===== src/rtl/usb_byte_receiver.sv =====
// usb_byte_receiver: full-speed USB receive path (line sync, bit timing, NRZI decode, unstuffing, SYNC/EOP detect, byte assembly)
// Optional CRC16 check on the data payload is built when RX_CRC16_EN is defined; otherwise crc_ok is tied low.
module usb_byte_receiver #(
  parameter int CLKS_PER_BIT = 8,
  parameter int IDLE_BITS    = 8
) (
  input  logic       clk,
  input  logic       n_rst,
  input  logic       d_plus,
  input  logic       d_minus,
  input  logic       rx_en,
  output logic [7:0] rx_byte,
  output logic       byte_valid,
  output logic       sync_found,
  output logic       eop,
  output logic       rx_active,
  output logic       stuff_err,
  output logic       align_err,
  output logic [7:0] byte_count,
  output logic       crc_ok
);
  localparam int PW = $clog2(CLKS_PER_BIT);
  localparam int IW = $clog2(IDLE_BITS + 1);
  localparam logic [PW-1:0] SAMPLE_PH = PW'(CLKS_PER_BIT / 2 - 1);
  localparam logic [PW-1:0] LAST_PH   = PW'(CLKS_PER_BIT - 1);
  localparam logic [1:0] J = 2'b10, K = 2'b01, SE0 = 2'b00;
  typedef enum logic [2:0] {IDLE, SYNC, RECEIVE, EOP_WAIT, ERROR} state_t;
  state_t state, state_n;
  logic [1:0] meta, line, prev_line;
  logic dp_last;
  logic [PW-1:0] phase;
  logic [7:0] sr, sr_n, shifted, rx_byte_n, byte_count_n;
  logic [2:0] bit_cnt, bit_cnt_n, ones, ones_n;
  logic [IW-1:0] j_cnt, j_cnt_n;
  logic se0_seen, se0_seen_n;
  logic byte_valid_n, sync_found_n, eop_n, stuff_err_n, align_err_n, crc_ok_n;
  logic sample, is_se0, is_j, is_k, dbit, data_strobe;
  assign sample    = phase == SAMPLE_PH;
  assign is_se0    = line == SE0;
  assign is_j      = line == J;
  assign is_k      = line == K;
  assign dbit      = line == prev_line;
  assign shifted   = {dbit, sr[7:1]};
  assign rx_active = state == RECEIVE || state == EOP_WAIT;
  // Line front end: the phase counter re-centres on every D+ edge so mid-bit sampling tracks the sender.
  always_ff @(posedge clk or negedge n_rst)
    if (!n_rst) begin
      meta      <= J;
      line      <= J;
      dp_last   <= 1'b1;
      phase     <= '0;
      prev_line <= J;
    end else begin
      meta      <= {d_plus, d_minus};
      line      <= meta;
      dp_last   <= line[1];
      phase     <= (line[1] != dp_last || phase == LAST_PH) ? '0 : phase + PW'(1);
      prev_line <= sample ? line : prev_line;
    end
  always_comb begin
    state_n      = state;
    sr_n         = sr;
    bit_cnt_n    = bit_cnt;
    ones_n       = ones;
    j_cnt_n      = state == ERROR ? j_cnt : '0;
    se0_seen_n   = state == ERROR && se0_seen;
    rx_byte_n    = rx_byte;
    byte_count_n = byte_count;
    byte_valid_n = 1'b0;
    sync_found_n = 1'b0;
    eop_n        = 1'b0;
    stuff_err_n  = 1'b0;
    align_err_n  = 1'b0;
    data_strobe  = 1'b0;
    if (sample)
      case (state)
        IDLE:
          if (is_k) begin
            // The K that leaves IDLE is the first SYNC bit (a decoded 0).
            state_n   = SYNC;
            sr_n      = '0;
            bit_cnt_n = 3'd1;
            ones_n    = '0;
          end
        SYNC, RECEIVE:
          if (is_se0) begin
            state_n     = state == SYNC ? ERROR : EOP_WAIT;
            se0_seen_n  = state == SYNC;
            align_err_n = state == RECEIVE && bit_cnt != 3'd0;
          end else if (ones == 3'd6) begin
            ones_n = '0;
            if (dbit) begin
              stuff_err_n = 1'b1;
              state_n     = ERROR;
            end
          end else begin
            data_strobe = 1'b1;
            ones_n      = dbit ? ones + 3'd1 : '0;
            sr_n        = shifted;
            bit_cnt_n   = bit_cnt + 3'd1;
            if (bit_cnt == 3'd7) begin
              if (state == SYNC) begin
                state_n = shifted == 8'h80 ? RECEIVE : ERROR;
                if (shifted == 8'h80) begin
                  sync_found_n = 1'b1;
                  byte_count_n = '0;
                end
              end else begin
                rx_byte_n    = shifted;
                byte_valid_n = 1'b1;
                byte_count_n = byte_count + {7'd0, byte_count != 8'hFF};
              end
            end
          end
        EOP_WAIT:
          if (is_j) begin
            eop_n   = 1'b1;
            state_n = IDLE;
          end else if (is_k) begin
            state_n = ERROR;
          end
        ERROR:
          if (is_se0) begin
            se0_seen_n = 1'b1;
            j_cnt_n    = '0;
          end else if (is_k) begin
            se0_seen_n = 1'b0;
            j_cnt_n    = '0;
          end else if (is_j) begin
            if (se0_seen || j_cnt == IW'(IDLE_BITS - 1)) state_n = IDLE;
            else j_cnt_n = j_cnt + IW'(1);
          end
        default: state_n = IDLE;
      endcase
    if (!rx_en) begin
      state_n      = IDLE;
      sr_n         = '0;
      bit_cnt_n    = '0;
      ones_n       = '0;
      j_cnt_n      = '0;
      se0_seen_n   = 1'b0;
      byte_count_n = '0;
      byte_valid_n = 1'b0;
      sync_found_n = 1'b0;
      eop_n        = 1'b0;
      stuff_err_n  = 1'b0;
      align_err_n  = 1'b0;
      data_strobe  = 1'b0;
    end
  end
`ifdef RX_CRC16_EN
  logic [15:0] crc, crc_n;
  // Covers every data bit after the PID; the final value checked at EOP is the fixed residual.
  always_comb begin
    crc_n = crc;
    if (!rx_en || sync_found_n) crc_n = 16'hFFFF;
    else if (data_strobe && state == RECEIVE && byte_count != 8'd0)
      crc_n = {crc[14:0], 1'b0} ^ ({16{crc[15] ^ dbit}} & 16'h8005);
  end
  assign crc_ok_n = eop_n && crc == 16'h800D;
  always_ff @(posedge clk or negedge n_rst)
    if (!n_rst) crc <= 16'hFFFF;
    else crc <= crc_n;
`else
  assign crc_ok_n = 1'b0;
`endif
  always_ff @(posedge clk or negedge n_rst)
    if (!n_rst) begin
      state      <= IDLE;
      sr         <= '0;
      bit_cnt    <= '0;
      ones       <= '0;
      j_cnt      <= '0;
      se0_seen   <= 1'b0;
      rx_byte    <= '0;
      byte_count <= '0;
      byte_valid <= 1'b0;
      sync_found <= 1'b0;
      eop        <= 1'b0;
      stuff_err  <= 1'b0;
      align_err  <= 1'b0;
      crc_ok     <= 1'b0;
    end else begin
      state      <= state_n;
      sr         <= sr_n;
      bit_cnt    <= bit_cnt_n;
      ones       <= ones_n;
      j_cnt      <= j_cnt_n;
      se0_seen   <= se0_seen_n;
      rx_byte    <= rx_byte_n;
      byte_count <= byte_count_n;
      byte_valid <= byte_valid_n;
      sync_found <= sync_found_n;
      eop        <= eop_n;
      stuff_err  <= stuff_err_n;
      align_err  <= align_err_n;
      crc_ok     <= crc_ok_n;
    end
endmodule

===== config.mk =====
export PLATFORM = sky130hd
export DESIGN_NAME = usb_byte_receiver
export DESIGN_NICKNAME = d
export VERILOG_FILES = /design/src/rtl/usb_byte_receiver.sv
export SDC_FILE = /design/constraint.sdc
export NUM_CORES = 1
export LEC_CHECK = 0
export ABC_AREA = 1
export BUFFER_PORTS_ARGS = -buffer_cell sky130_fd_sc_hd__buf_2
export CAP_MARGIN = 10
export CORE_MARGIN = 2
export CORE_UTILIZATION = 60
export DETAILED_ROUTE_END_ITERATION = 12
export PLACE_DENSITY = 0.81
export SLEW_MARGIN = 20
export SYNTH_ARGS = -nofsm -noshare
export SYNTH_HDL_FRONTEND = slang
export SYNTH_SLANG_ARGS = --single-unit

===== constraint.sdc =====
create_clock -name clk -period 4.2 [get_ports clk]
set_input_delay 1.05 -clock clk [delete_from_list [all_inputs] [get_ports clk]]
set_output_delay 1.05 -clock clk [all_outputs]
set_load 0.1 [all_outputs]

Word-level counts from Yosys, hierarchy flattened
Index checks and enable logic that the tools add are counted.
W data, S select, Z words.
{"block": "word_totals", "regBits": 53, "inputBits": 5, "output_inout_bits": 23, "elab_cells": 160}
{"block": "classes", "add_sub_neg": 5, "eq_ne": 33, "n_mux": 87, "n_bitwise": 3, "reduce_logical": 14}
{"operator": "$mux W8", "count": 13}
{"operator": "$mux W3", "count": 27}
{"operator": "$mux W1", "count": 34}
{"operator": "$mux W4", "count": 8}
{"operator": "$ne A3 B3 Y1 const B", "count": 6}
{"operator": "$pmux W8 S2", "count": 1}
{"operator": "$ne A5 B5 Y1 const B", "count": 3}
{"operator": "$eq A3 B3 Y1 const B", "count": 4}
{"operator": "$pmux W3 S2", "count": 2}
{"operator": "$pmux W3 S4", "count": 1}
{"operator": "$reduce_and A6 Y1", "count": 2}
{"operator": "$reduce_and A10 Y1", "count": 1}
{"operator": "$add A3 B1 Y3 const B", "count": 3}
{"operator": "$eq A3 B2 Y1 const B", "count": 3}
{"operator": "$add A8 B1 Y8", "count": 1}
{"operator": "$eq A8 B8 Y1 const B", "count": 1}
{"operator": "$ne A8 B8 Y1 const B", "count": 1}
{"operator": "$ne A2 B1 Y1 const B", "count": 3}
{"operator": "$ne A3 B2 Y1 const B", "count": 2}
{"operator": "$reduce_and A5 Y1", "count": 1}
{"operator": "$add A4 B1 Y4 const B", "count": 1}
{"operator": "$eq A4 B3 Y1 const B", "count": 1}
{"operator": "$ne A2 B2 Y1 const B", "count": 2}
{"operator": "$ne A4 B4 Y1 const B", "count": 1}
{"operator": "15 further kinds", "count": 20}

Logic depth before layout (Yosys ltp)
Gate-level depths: netlist (run 1).
{"block": "depth", "ltp_word": 10, "mapped_depth": 13, "ltp_nobuf": 13}

Worst setup path after synthesis (run 1)
OpenSTA, ideal clock, no wires.
{"block": "synth_path", "kind": "register -> output", "start": "reg state[1]", "end": "out rx_active", "arrival_time_ps": 1765, "required_time_ps": 3150, "setup_slack_ps": 1385, "path_stages_with_launch": 3, "n_path_buf": 0, "cell_sequence": "dfrtp_1 > inv_1 > nor2_1"}
{"block": "synth_between", "elab_chain_cells": 2, "word_cells_on_any_way": 3, "cone_classes": "eq/ne: 2; reduce/logical: 1"}
{"element": "from (decl)", "line": "28", "rtl": "state_t state, state_n;"}
{"element": "from (signal assigned)", "line": "184", "rtl": "state <= state_n;"}
{"element": "$eq A3 B2 Y1", "line": "44", "rtl": "assign rx_active = state == RECEIVE || state == EOP_WAIT;"}
{"element": "$logic_or A1 B1 Y1 *", "line": "44"}
{"element": "to (decl)", "line": "16", "rtl": "output logic rx_active,"}
Mark *: on every way between the ends. The rest lies on a longest branch, timed or not.

Final worst setup path (run 1)
Same ends and word-level chain as after synthesis.

==> summary by stage, run 1 <==
Outcome
The flow ran to the end, and the final reports show no timing, DRC or antenna violations.

Synthesis
The count of cell types in the netlist is 35. Yosys attributes the largest share of cell area to dfrtp_1 42%, nand2_1 13%, nand3_1 5.5%. The total of flip-flops plus latches after synthesis is 52. The total nets after synthesis is 355. Of all cell types, the one taking the most synthesized area is dfrtp_1. The share of the synthesized area in the top cell type is 42.27%. After synthesis, the mean cell area works out to 8.382 µm².

After synthesis the cells add up to 2841 µm². The number of instances in the synthesized netlist is 339. Summing the sequential cell areas from Yosys gives 45.97% of the chip area. The count of yosys warnings during synthesis is 0.

Power and ir drop
The ratio of total power to cell area is 442.9 nW/µm². Net switching is 39.91% of the power. The relative contribution of combinational cells to total power is 33.6%.

The switching component of the power is 0.0005447 W. Cell internal power was estimated by the tool at 0.0008203 W. The sequential share of power is 44.2%. The analysis attributes to cell leakage a power of 1.608 nW. IR analysis of the VDD net gives a maximum drop of 0.2378 mV. The share of total power in the clock network is 22.2%.

Drt
The pre-antenna-repair detailed-routing pass consisted of 4 iterations. In this run the remaining antenna-violating nets after routing total 0. The average detailed-routed wire length per instance is 12.75 µm. The total length of routed wires is 5368 µm.

After detailed routing, the number of remaining DRC violations is 0. Detailed routing inserted a total of 2,233 vias. The detailed router finished its first iteration with 166 violations.

After detailed routing, the number of vias per cell comes to 5.304.

STA
The worst clock skew is 0.01046 ns. The total negative setup slack is 0 ns. The slew at the pin with the worst max-slew slack is 0.6382 ns. The clock period could shrink to 2.510 ns.

The post-route fraction of the period consumed by the critical path is 59.75%. The number of setup violations in the final report is 0. The number of hold violations in the final report came to 0.

The final count of pins violating max slew is 0. For this run, the top clock speed supported by timing is 398.5 MHz. The post-route worst setup slack is 1.690 ns. The worst slew margin relative to its limit is 57.45%. Setup repair after global routing left no endpoint under its margin.

Global route
The first global-routing pass estimated 9397 µm of wire. The number of global-route vias before repair is 2,084. The combined global-route utilization of all metal layers is 22.54%. The initial antenna violation count was 0. The total overflow reported by the global router is 0. The pin count of the biggest net entering global routing is 53.

Placed design
The congestion estimate from routability-driven global placement came to 0.8965. At the placement stage, the worst setup path has a slack of 1.878 ns. The number of input and output port buffers inserted is 26. The instance area at placement is 2982 µm². After legalization and detailed placement, the total HPWL measured 3941 µm.

Min path
The worst min-delay path category is reg -> reg. The endpoint of the worst hold-timing path is line[0]$_DFF_PN0_. In this run the most critical hold path is launched from meta[0]$_DFF_PN0_. The worst hold path was traced through 0 stages.

Setup path
Counting cells, the worst reg-to-reg path comes to 13. The critical path data required time is 3.15 ns. The maximum net fanout on the critical path is 3. The maximum single-stage delay on the critical path is 0.46 ns. In this run the critical register-to-register path is launched from byte_count[5]$_DFFE_PN0P_. The worst setup slack for register-to-register paths is 2.25 ns. The worst setup path is captured at an output pin. The type of origin of the critical path is a flip-flop. The family of cells with the greatest summed delay on the critical path is buffers and inverters. The critical path is of the reg -> out type. The data arrival time of the critical path is 1.46 ns. The number of buffers and inverters on the critical path is 2. The worst register-to-register path ends at byte_count[6]$_DFFE_PN0P_. Traced cell by cell, the critical path runs through inv_1, nor2_1, buf_2. The largest individual stage delay along the critical path comes from the cell buf_2.

Clock network
The deepest clock path buffer count is 2. TritonCTS built the clock tree. CTS saw 52 sinks. Buffers inserted during clock tree synthesis total 5. The buffer type at the clock tree root is clkbuf_8. The total number of H-tree levels is 2.

The post-CTS resize count is 0. The setup fix buffers added after clock tree synthesis is 0. For this design, the CTS-stage hold fixing added 0 buffers. Clock-pin slew was measured on the worst setup and hold paths at 0.09 ns. The clock latency of the later-clocked register in the worst-skew pair is 0.30 ns.

Final layout
From synthesis to final layout, the design area changed by 8.455%. The multi-input combinational cell area is 1323 µm². Of the cells placed in the final design, the portion with a size suffix greater than 1 is 20.98%.

The final standard cell area without fillers is 3082 µm². The net count reported at finish is 382. Counting the fill cells in the layout gives 410. The sequential cell area in the final layout is 1306 µm². The number of inserted diodes is 0.

Die
The floorplan die area is 5302 µm². The number of rows in the core area is 25. The die is 72.82 µm tall. The initial cell density of the core is 61.38%. The die is 72.82 µm wide.

The floorplan step defined a core boundary enclosing 4629 µm². The top-level port count is 28.

Run
The max capacitance violation total is 0.
-- synth_stat cells --
| library cell | count |
|---|---|
| buf_12 | 1 |
| o21ai_2 | 11 |
| xnor2_1 | 1 |
| nor2_2 | 4 |
| dfrtp_1 | 48 |
| nand4_4 | 1 |
| nor3_1 | 8 |
| nand2_8 | 1 |
| o21ai_0 | 11 |
| ha_1 | 11 |
| inv_4 | 1 |
| nand2_4 | 5 |
| nor2_1 | 26 |
| nand4_1 | 2 |
| a21oi_1 | 5 |
| o22ai_1 | 1 |
| inv_1 | 33 |
| or2_2 | 1 |
| nor2_4 | 4 |
| o21ai_1 | 7 |
| nor3b_1 | 3 |
| o221ai_1 | 1 |
| nand3_4 | 1 |
| inv_2 | 6 |
| o31ai_1 | 1 |
| nor2_8 | 1 |
| buf_2 | 2 |
| nor4_1 | 1 |
| nand2_2 | 4 |
| conb_1 | 1 |
| buf_6 | 2 |
| nand2_1 | 98 |
| nand3_1 | 31 |
| dfstp_2 | 4 |
| buf_4 | 1 |
-- power groups by stage --
stage	Clock, W	Combinational [W]	Sequential (W)
after floorplan	0	0.000350	0.000648
after global placement	0	0.000448	0.000610
after detailed placement	0	0.000458	0.000613
after CTS	0.000312	0.000460	0.000603
after global routing	0.000329	0.000516	0.000611
final	0.000303	0.000459	0.000604
-- per-stage QoR --
| step | utilization, % | cells | total power (W) | hold slack (ns) |
|---|---|---|---|---|
| 2_1_floorplan | - | 339 | 0.0009987 | 0.3312 |
| 4_1_cts | 66.57 | 421 | 0.001375 | 0.3592 |
| 5_1_grt | 66.57 | 421 | 0.001456 | 0.3662 |
| 6_report | 66.57 | 421 | 0.001365 | 0.3563 |
| 3_5_place_dp | 64.41 | 413 | 0.001070 | 0.3403 |
| 3_3_place_gp | 64.35 | 413 | 0.001058 | 0.3330 |
-- metal layers --
metal  vias up  part of all wire, %  track usage (%)
li1       1132                    -                -
met1      1048                   48            31.83
met2        46                   47            35.96
met3         7                  3.6            3.867
met4         0                  1.3            6.379
met5         -                    0                0
-- final cells by class --
cell class,instances,share of cell area [%]
flip-flops and latches,52,42.39
multi-input cells,241,42.92
inverters,40,4.953
clock buffers,8,3.248
repair buffers,26,4.304
well taps,54,2.192
-- sequential cells by signal, indices dropped and copies added, names as in the netlist --
name,flops
ones,3
stuff_err,1
eop,1
byte_count,8
state,3
sr,7
rx_byte,8
j_cnt,4
prev_line,2
bit_cnt,3
phase,3
align_err,1
se0_seen,1
dp_last,1
meta,2
line,2
sync_found,1
byte_valid,1
-- worst max path at each step --
stage,startpoint,endpoint,slack [ns],depth (start not counted)
after floorplan,state[1]$_DFFE_PN0P_,rx_active,1.39,2
after global routing,state[1]$_DFFE_PN0P_,rx_active,1.60,3
after detailed placement,rx_en,bit_cnt[2]$_DFFE_PN0P_,1.88,11
after CTS,state[1]$_DFFE_PN0P_,rx_active,1.65,3
final,state[1]$_DFFE_PN0P_,rx_active,1.69,3
after global placement,rx_en,sr[5]$_DFFE_PN0P_,1.95,11
-- cell families (layout without fill, tap and decap cells) --
group | Yosys count | count (layout) | synth area share [%]
AOI/OAI and AO/OA | 37 | 37 | 8.234
xor gates and xnor gates | 1 | 1 | 0.3083
adders and majority gates | 11 | 11 | 4.844
buffers and inverters | 46 | 74 | 7.486
DFF | 52 | 52 | 45.97
other | 1 | 1 | 0.1320
and+or+nand+nor | 191 | 191 | 33.02
-- cells in the final DEF (no fill, tap or decap), drive strengths merged --
master  instances
dfstp           4
ha             11
dfrtp          48
nor2           35
o31ai           1
o22ai           1
or2             1
conb            1
nor3b           3
buf            26
nand3          32
nand4           3
clkbuf          8
o221ai          1
o21ai          29
nor4            1
xnor2           1
a21oi           5
inv            40
nand2         108
nor3            8
(Power assumes the default switching activity.)
==> run 2: changes to the inputs <==
CORE_UTILIZATION = 53   (was 60)
PLACE_DENSITY = 0.76   (was 0.81)
clock period = 2.2 ns   (was 4.2 ns; I/O delays follow)
==> run 2 against run 1 <==
Count of clock-buffer cells in the layout shrank 2. Clock skew decreased by 0.0028 ns. Worst setup slack got worse by 1.4 ns. Register-to-register slack got worse by 1.9 ns. Critical path type unchanged. Combinational power grew 92%. Power rose by 96%. Non-clock buffer count grew 1. Sequential power increased by 92%. Utilization decreased by 5.6 points. Wire length rose by 1.7%.
==> summary by stage, run 2 (same netlist as run 1, synthesis figures left out) <==
Setup path
The critical setup path kind is reg -> out (unchanged). The data arrival time of the critical path is 1.40 ns (was 1.46 ns). Crit path cell chain: inv_1, nor2_2, buf_2 (was inv_1, nor2_1, buf_2). The maximum net fanout on the critical path is 3 (unchanged). The category of the worst setup path capture point is an output pin (unchanged). The critical path's slowest cell is buf_2 (unchanged). The maximum single-stage delay on the critical path was 0.44 ns (was 0.46 ns). The type of origin of the critical path was a flip-flop (unchanged). The critical path data required time is 1.65 ns (was 3.15 ns).

Global route
The number of global-route vias before repair came to 2,235 (was 2,084). The global-route wire length before repair is 9929 µm (was 9397 µm). The initial antenna violation count was 0 (unchanged). The combined global-route utilization of all metal layers is 20.49% (was 22.54%). The total overflow reported by the global router came to 0 (unchanged). The pin count of the biggest net entering global routing was 32 (was 53).

Power and ir drop
The sequential share of power is 43.3% (was 44.2%). The standby leakage power came to 1.612 nW (was 1.608 nW). The total internal power is 0.001621 W (was 0.0008203 W). The ratio of total power to cell area was 853.6 nW/µm² (was 442.9 nW/µm²). The switching power as a share of total power is 39.43% (was 39.91%). The switching component of the power is 0.001055 W (was 0.0005447 W). The share of total power in the clock network is 23.8% (was 22.2%).

The worst ir drop on vdd is 0.3668 mV (was 0.2378 mV). The relative contribution of combinational cells to total power is 32.9% (was 33.6%).

Outcome
Outcome: finished, final reports clean (unchanged).

Clock network
The clock latency of the later-clocked register in the worst-skew pair is 0.31 ns (was 0.30 ns). The total clock sinks is 52 (unchanged). The deepest clock path buffer count is 2 (unchanged). The CTS tree was done (unchanged).

The number of hold-repair buffers added at the cts stage is 0 (unchanged). The setup fix buffers added after clock tree synthesis is 0 (unchanged). The total number of H-tree levels is 2 (unchanged). The number of CTS-inserted buffers was 5 (unchanged). The buffer type at the clock tree root is clkbuf_8 (unchanged).

The clock-pin slew on the worst setup and hold paths was 0.09 ns (about the same). The post-CTS resize count is 0 (unchanged).

Final layout
The final standard cell area without fillers is 3136 µm² (was 3082 µm²). The count of fill cells added during filler insertion is 473 (was 410). The share of cells above drive strength 1 was 22.83% (was 20.98%). The number of inserted diodes came to 0 (unchanged). The most common library cell in the layout ignoring fill and taps is nand2_1 (unchanged). The area growth from synthesis to final layout is 10.35% (was 8.455%). Most used cells in the layout excluding fill and tap cells: 98 x nand2_1, 43 x dfrtp_1, 33 x inv_1 (was 98 x nand2_1, 48 x dfrtp_1, 33 x inv_1). The net count reported at finish is 383 (was 382). Top flop regs: byte_count x8, rx_byte x8, sr x7 (unchanged).

Die
The die extent in y is 77.22 µm (was 72.82 µm). The core footprint is 5140 µm² (was 4629 µm²). The chip width is 77.22 µm (was 72.82 µm). The top-level port count is 28 (unchanged). The number of rows in the core area was 26 (was 25).

The initial cell density of the core is 55.28% (was 61.38%). The floorplan die area is 5963 µm² (was 5302 µm²).

Placed design
The number of input and output port buffers inserted is 26 (unchanged). The post-DP HPWL was 4002 µm (was 3941 µm). The placer's final routability congestion estimate is 0.8374 (was 0.8965). The instance area at placement came to 3028 µm² (was 2982 µm²).

Min path
The worst min-delay path category is in -> async (was reg -> reg).

STA
RSZ-0062 raised after global routing: false (unchanged). The post-route fraction of the period consumed by the critical path is 88.46%. The number of hold violations in the final report is 0 (unchanged). The slew at the pin with the worst max-slew slack came to 0.5142 ns (was 0.6382 ns). The worst slew margin relative to its limit is 65.72% (was 57.45%).

The worst clock skew is 0.007706 ns (was 0.01046 ns). The number of setup violations in the final report is 0 (unchanged). The final count of pins violating max slew came to 0 (unchanged).

The worst path in the final design needs a cycle of 1.946 ns, including I/O delays and setup. The total negative setup slack is 0 ns (unchanged). For this run, the top clock speed supported by timing is 513.9 MHz.

Drt
The starting DRC count in detailed routing came to 158 (was 166). The total length of routed wires is 5457 µm (was 5368 µm). The average vias per placed instance came to 5.174 (was 5.304).

The DRC violations left is 0 (unchanged). The number of search-and-repair iterations in the first detailed-routing pass is 4 (unchanged). The average detailed-routed wire length per instance was 12.46 µm (was 12.75 µm).

The number of routed nets with antenna violations is 0 (unchanged). The total number of vias came to 2,266 (was 2,233).

Run
The max capacitance violation total came to 0 (unchanged).
==> run 2: changes by cell type in the layout (fill, tap and decap cells not counted), sizes merged <==
cell,previous run,this run
buf,26,27
clkbuf,8,6
clkinv,0,1
bufinv,0,1
==> run 2: final cells by class <==
cell class / count / area [µm²] / share of cell area [%]
clock buffers: 6 / 72.57 / 2.314
inverters: 40 / 152.6 / 4.868
flip-flops and latches: 52 / 1313 / 41.86
multi-input cells: 241 / 1325 / 42.26
well taps: 70 / 87.58 / 2.793
repair buffers: 27 / 150.1 / 4.789
clock inverters: 2 / 35.03 / 1.117
==> run 2: per-layer routing <==
layer	track usage [%]	up-vias	part of all wire [%]
li1	-	1138	-
met3	4.235	16	4.6
met4	8.750	0	2.3
met2	32.70	62	45
met5	0	-	0
met1	27.06	1050	48
==> run 2: per-stage QoR <==
step | hold slack, ns | power, W | utilization (%) | worst slack, ns | instances
6_report | 0.2083 | 0.002676 | 61.00 | 0.2540 | 438
5_1_grt | 0.2469 | 0.002861 | 61.00 | 0.07297 | 438
4_1_cts | 0.2293 | 0.002699 | 61.00 | 0.2410 | 438
3_5_place_dp | 0.3484 | 0.002054 | 58.91 | 0.3262 | 430
3_3_place_gp | 0.3365 | 0.002040 | 58.91 | 0.3319 | 430
2_1_floorplan | 0.2544 | 0.001912 | - | 0.06686 | 339
==> run 2: path summary, 6_finish.rpt <==
kind                                           start                         to  slack [ns]  cells past startpoint
worst max register to register    phase[0]$_DFF_PN0_         j_cnt[0]$_DFF_PN0_        0.33                      7
max in group asynchronous                      n_rst          line[1]$_DFF_PN1_        1.39                      2
worst max-delay path            state[1]$_DFFE_PN0P_                  rx_active        0.25                      3
worst min register to register     meta[1]$_DFF_PN1_          line[1]$_DFF_PN1_        0.36                      0
worst min-delay path                           n_rst  byte_count[4]$_DFFE_PN0P_        0.21                      1
min in group clk                              d_plus          meta[1]$_DFF_PN1_        0.34                      1
==> run 2: power by group through the flow <==
| stage | registers (W) | logic (W) | clock network, W |
|---|---|---|---|
| floorplan | 0.00124 | 0.000670 | 0 |
| global placement | 0.00117 | 0.000871 | 0 |
| detailed placement | 0.00117 | 0.000880 | 0 |
| CTS | 0.00116 | 0.000883 | 0.000661 |
| global route | 0.00117 | 0.000989 | 0.000700 |
| finish | 0.00116 | 0.000881 | 0.000637 |
==> run 2: critical path, delay by kind of cell (launching register included) <==
kind,cells,cell delay [ns]
DFF,1,0.40
and+or+nand+nor,1,0.13
buffers and inverters,2,0.55
==> run 3: changes to the inputs <==
CORE_UTILIZATION = 59   (was 53)
PLACE_DENSITY = 0.8   (was 0.76)
clock period = 2.1 ns   (was 2.2 ns; I/O delays follow)
==> run 3 against run 2 <==
Sequential power up 4%. Combinational power grew 5.8%. Sequential share of layout area fell by 0.10 points. First-iteration DRC count decreased by 23%. Final cell count decreased by 3.4%. Register-to-register slack worse by 0.10 ns. Worst setup slack worse by 0.085 ns. Largest cell class unchanged. Wire length decreased by 2.1%. Largest power group unchanged. Count of clock-buffer cells in the layout up 1. Critical endpoint unchanged. Via count decreased by 0.62%.
==> summary by stage, run 3 (same netlist as run 1, synthesis figures left out) <==
Die
The initial cell density of the core is 60.56% (was 55.28%). The floorplan die area was 5387 µm² (was 5963 µm²). The chip width is 73.40 µm (was 77.22 µm). The number of rows in the core area is 25 (was 26). The die extent in y is 73.40 µm (was 77.22 µm).

The core footprint is 4692 µm² (was 5140 µm²). The top-level port count came to 28 (unchanged).

Clock network
The setup fix buffers added after clock tree synthesis is 0 (unchanged). The buffer type at the clock tree root was clkbuf_8 (unchanged). The number of CTS-inserted buffers is 5 (unchanged). The post-CTS resize count came to 0 (unchanged). The CTS tree is done (unchanged). The number of hold-repair buffers added at the cts stage is 0 (unchanged). The deepest clock path buffer count is 2 (unchanged). The total clock sinks was 52 (unchanged). The clock-pin slew on the worst setup and hold paths is 0.09 ns (about the same).

The total number of H-tree levels is 2 (unchanged). The clock latency of the later-clocked register in the worst-skew pair is 0.30 ns (was 0.31 ns).

Setup path
The critical setup path kind is reg -> out (unchanged). The worst setup slack for register-to-register paths came to 0.23 ns (was 0.33 ns). The data arrival time of the critical path came to 1.41 ns (was 1.40 ns). The critical path data required time came to 1.57 ns (was 1.65 ns). The reg-to-reg critical path endpoint is j_cnt[3]$_DFF_PN0_ (was j_cnt[0]$_DFF_PN0_).

The count of cells along the worst register-to-register path was 8 (was 7). The category of the worst setup path capture point is an output pin (unchanged). The maximum net fanout on the critical path is 3 (unchanged). The type of origin of the critical path is a flip-flop (unchanged). The startpoint of the lowest-slack register-to-register path was phase[0]$_DFF_PN0_ (unchanged).

Placed design
The post-DP HPWL came to 4007 µm (was 4002 µm). The instance area at placement came to 3018 µm² (was 3028 µm²). The number of input and output port buffers inserted is 26 (unchanged). The placer's final routability congestion estimate was 0.8694 (was 0.8374).

Drt
The starting DRC count in detailed routing is 121 (was 158). The average detailed-routed wire length per instance is 12.63 µm (was 12.46 µm). The total number of vias is 2,252 (was 2,266).

The total length of routed wires is 5341 µm (was 5457 µm). The number of search-and-repair iterations in the first detailed-routing pass is 4 (unchanged). The DRC violations left is 0 (unchanged). The average vias per placed instance is 5.324 (was 5.174). The number of routed nets with antenna violations is 0 (unchanged).

Power and ir drop
The standby leakage power is 1.623 nW (was 1.612 nW). The ratio of total power to cell area is 914.9 nW/µm² (was 853.6 nW/µm²). The sequential share of power is 42.0% (was 43.3%).

The switching component of the power is 0.001112 W (was 0.001055 W). The total power is 0.002881 W (was 0.002676 W). The worst ir drop on vdd is 0.5386 mV (was 0.3668 mV). The share of total power in the clock network is 25.6% (was 23.8%). The switching power as a share of total power came to 38.58% (was 39.43%). The total internal power is 0.001770 W (was 0.001621 W).

The relative contribution of combinational cells to total power is 32.3% (was 32.9%).

STA
RSZ-0062 raised after global routing: false (unchanged). The total negative setup slack came to 0 ns (unchanged). The worst slew margin relative to its limit is 66.27% (was 65.72%). For this run, the top clock speed supported by timing is 517.9 MHz. The slew at the pin with the worst max-slew slack is 0.5016 ns (was 0.5142 ns). The number of setup violations in the final report is 0 (unchanged). The routed design could run at a clock period as short as 1.931 ns.

The worst clock skew is 0.008590 ns (was 0.007706 ns). Of the available clock period, the critical path in the final layout requires 91.94%. The final count of pins violating max slew is 0 (unchanged). The number of hold violations in the final report is 0 (unchanged).

Final layout
The share of cells above drive strength 1 was 24.12% (was 22.83%). Top flop regs: byte_count x8, rx_byte x8, sr x7 (unchanged). The final standard cell area without fillers came to 3149 µm² (was 3136 µm²).

The area growth from synthesis to final layout was 10.83% (was 10.35%). The net count reported at finish is 384 (was 383). The count of fill cells added during filler insertion is 381 (was 473).

The number of inserted diodes is 0 (unchanged). Most used cells in the layout excluding fill and tap cells: 98 x nand2_1, 41 x dfrtp_1, 33 x inv_1 (was 98 x nand2_1, 43 x dfrtp_1, 33 x inv_1). The most common library cell in the layout ignoring fill and taps is nand2_1 (unchanged).

Global route
The global-route wire length before repair came to 9170 µm (was 9929 µm). The combined global-route utilization of all metal layers is 21.86% (was 20.49%). The initial antenna violation count came to 0 (unchanged). The pin count of the biggest net entering global routing was 36 (was 32).

The number of global-route vias before repair is 2,124 (was 2,235). The total overflow reported by the global router is 0 (unchanged).

Outcome
Outcome: finished, final reports clean (unchanged).

Min path
The worst min-delay path category is in -> async (unchanged).

Run
The max capacitance violation total came to 0 (unchanged).
[run 3: final cells by class]
class	count	area, µm²	area share, %
Tap cell	54	67.56	2.145
Timing Repair Buffer	28	157.7	5.006
Clock inverter	1	30.03	0.9535
Multi-Input combinational cell	241	1330	42.23
Clock buffer	7	96.34	3.059
Sequential cell	52	1315	41.76
Inverter	40	152.6	4.847
[run 3: through the flow]
stage / utilization (%) / hold WS [ns] / std cells / worst slack, ns
6_report: 67.12 / 0.1426 / 423 / 0.1693
2_1_floorplan: - / 0.2294 / 339 / 0.01366
5_1_grt: 67.12 / 0.1707 / 423 / 0.002427
4_1_cts: 67.01 / 0.1534 / 423 / 0.1598
3_3_place_gp: 64.32 / 0.3335 / 415 / 0.2813
3_5_place_dp: 64.32 / 0.3347 / 415 / 0.1856
[run 3: worst max path at each step]
stage                                    startpoint                   endpoint  slack (ns)  depth (start not counted)
after floorplan           byte_count[4]$_DFFE_PN0P_  byte_count[6]$_DFFE_PN0P_        0.01                         11
after global placement    byte_count[5]$_DFFE_PN0P_  byte_count[6]$_DFFE_PN0P_        0.28                         13
after detailed placement  byte_count[6]$_DFFE_PN0P_  byte_count[6]$_DFFE_PN0P_        0.19                         13
after CTS                      state[1]$_DFFE_PN0P_                  rx_active        0.16                          3
after global routing      byte_count[6]$_DFFE_PN0P_  byte_count[6]$_DFFE_PN0P_       0.002                         13
final                          state[1]$_DFFE_PN0P_                  rx_active        0.17                          3
[run 3: critical path: stages (launching register included)]
cell	delay (ns)
dfrtp_1	0.40
inv_1	0.11
nor2_2	0.14
buf_2	0.45
[run 3: layer usage]
layer | up-vias | GRT usage, % | wire (µm)
met4 | 0 | 8.889 | 76
met5 | - | 0 | 0
li1 | 1140 | - | -
met2 | 43 | 34.43 | 2570
met1 | 1061 | 29.43 | 2511
met3 | 8 | 4.801 | 182
[run 3: power groups by stage]
| stage | combinational [W] | clock [W] | sequential, W |
|---|---|---|---|
| 2_1_floorplan | 0.000702 | 0 | 0.00130 |
| 3_3_place_gp | 0.000917 | 0 | 0.00122 |
| 3_5_place_dp | 0.000936 | 0 | 0.00123 |
| 4_1_cts | 0.000939 | 0.000759 | 0.00121 |
| 5_1_grt | 0.00104 | 0.000790 | 0.00122 |
| 6_report | 0.000932 | 0.000738 | 0.00121 |
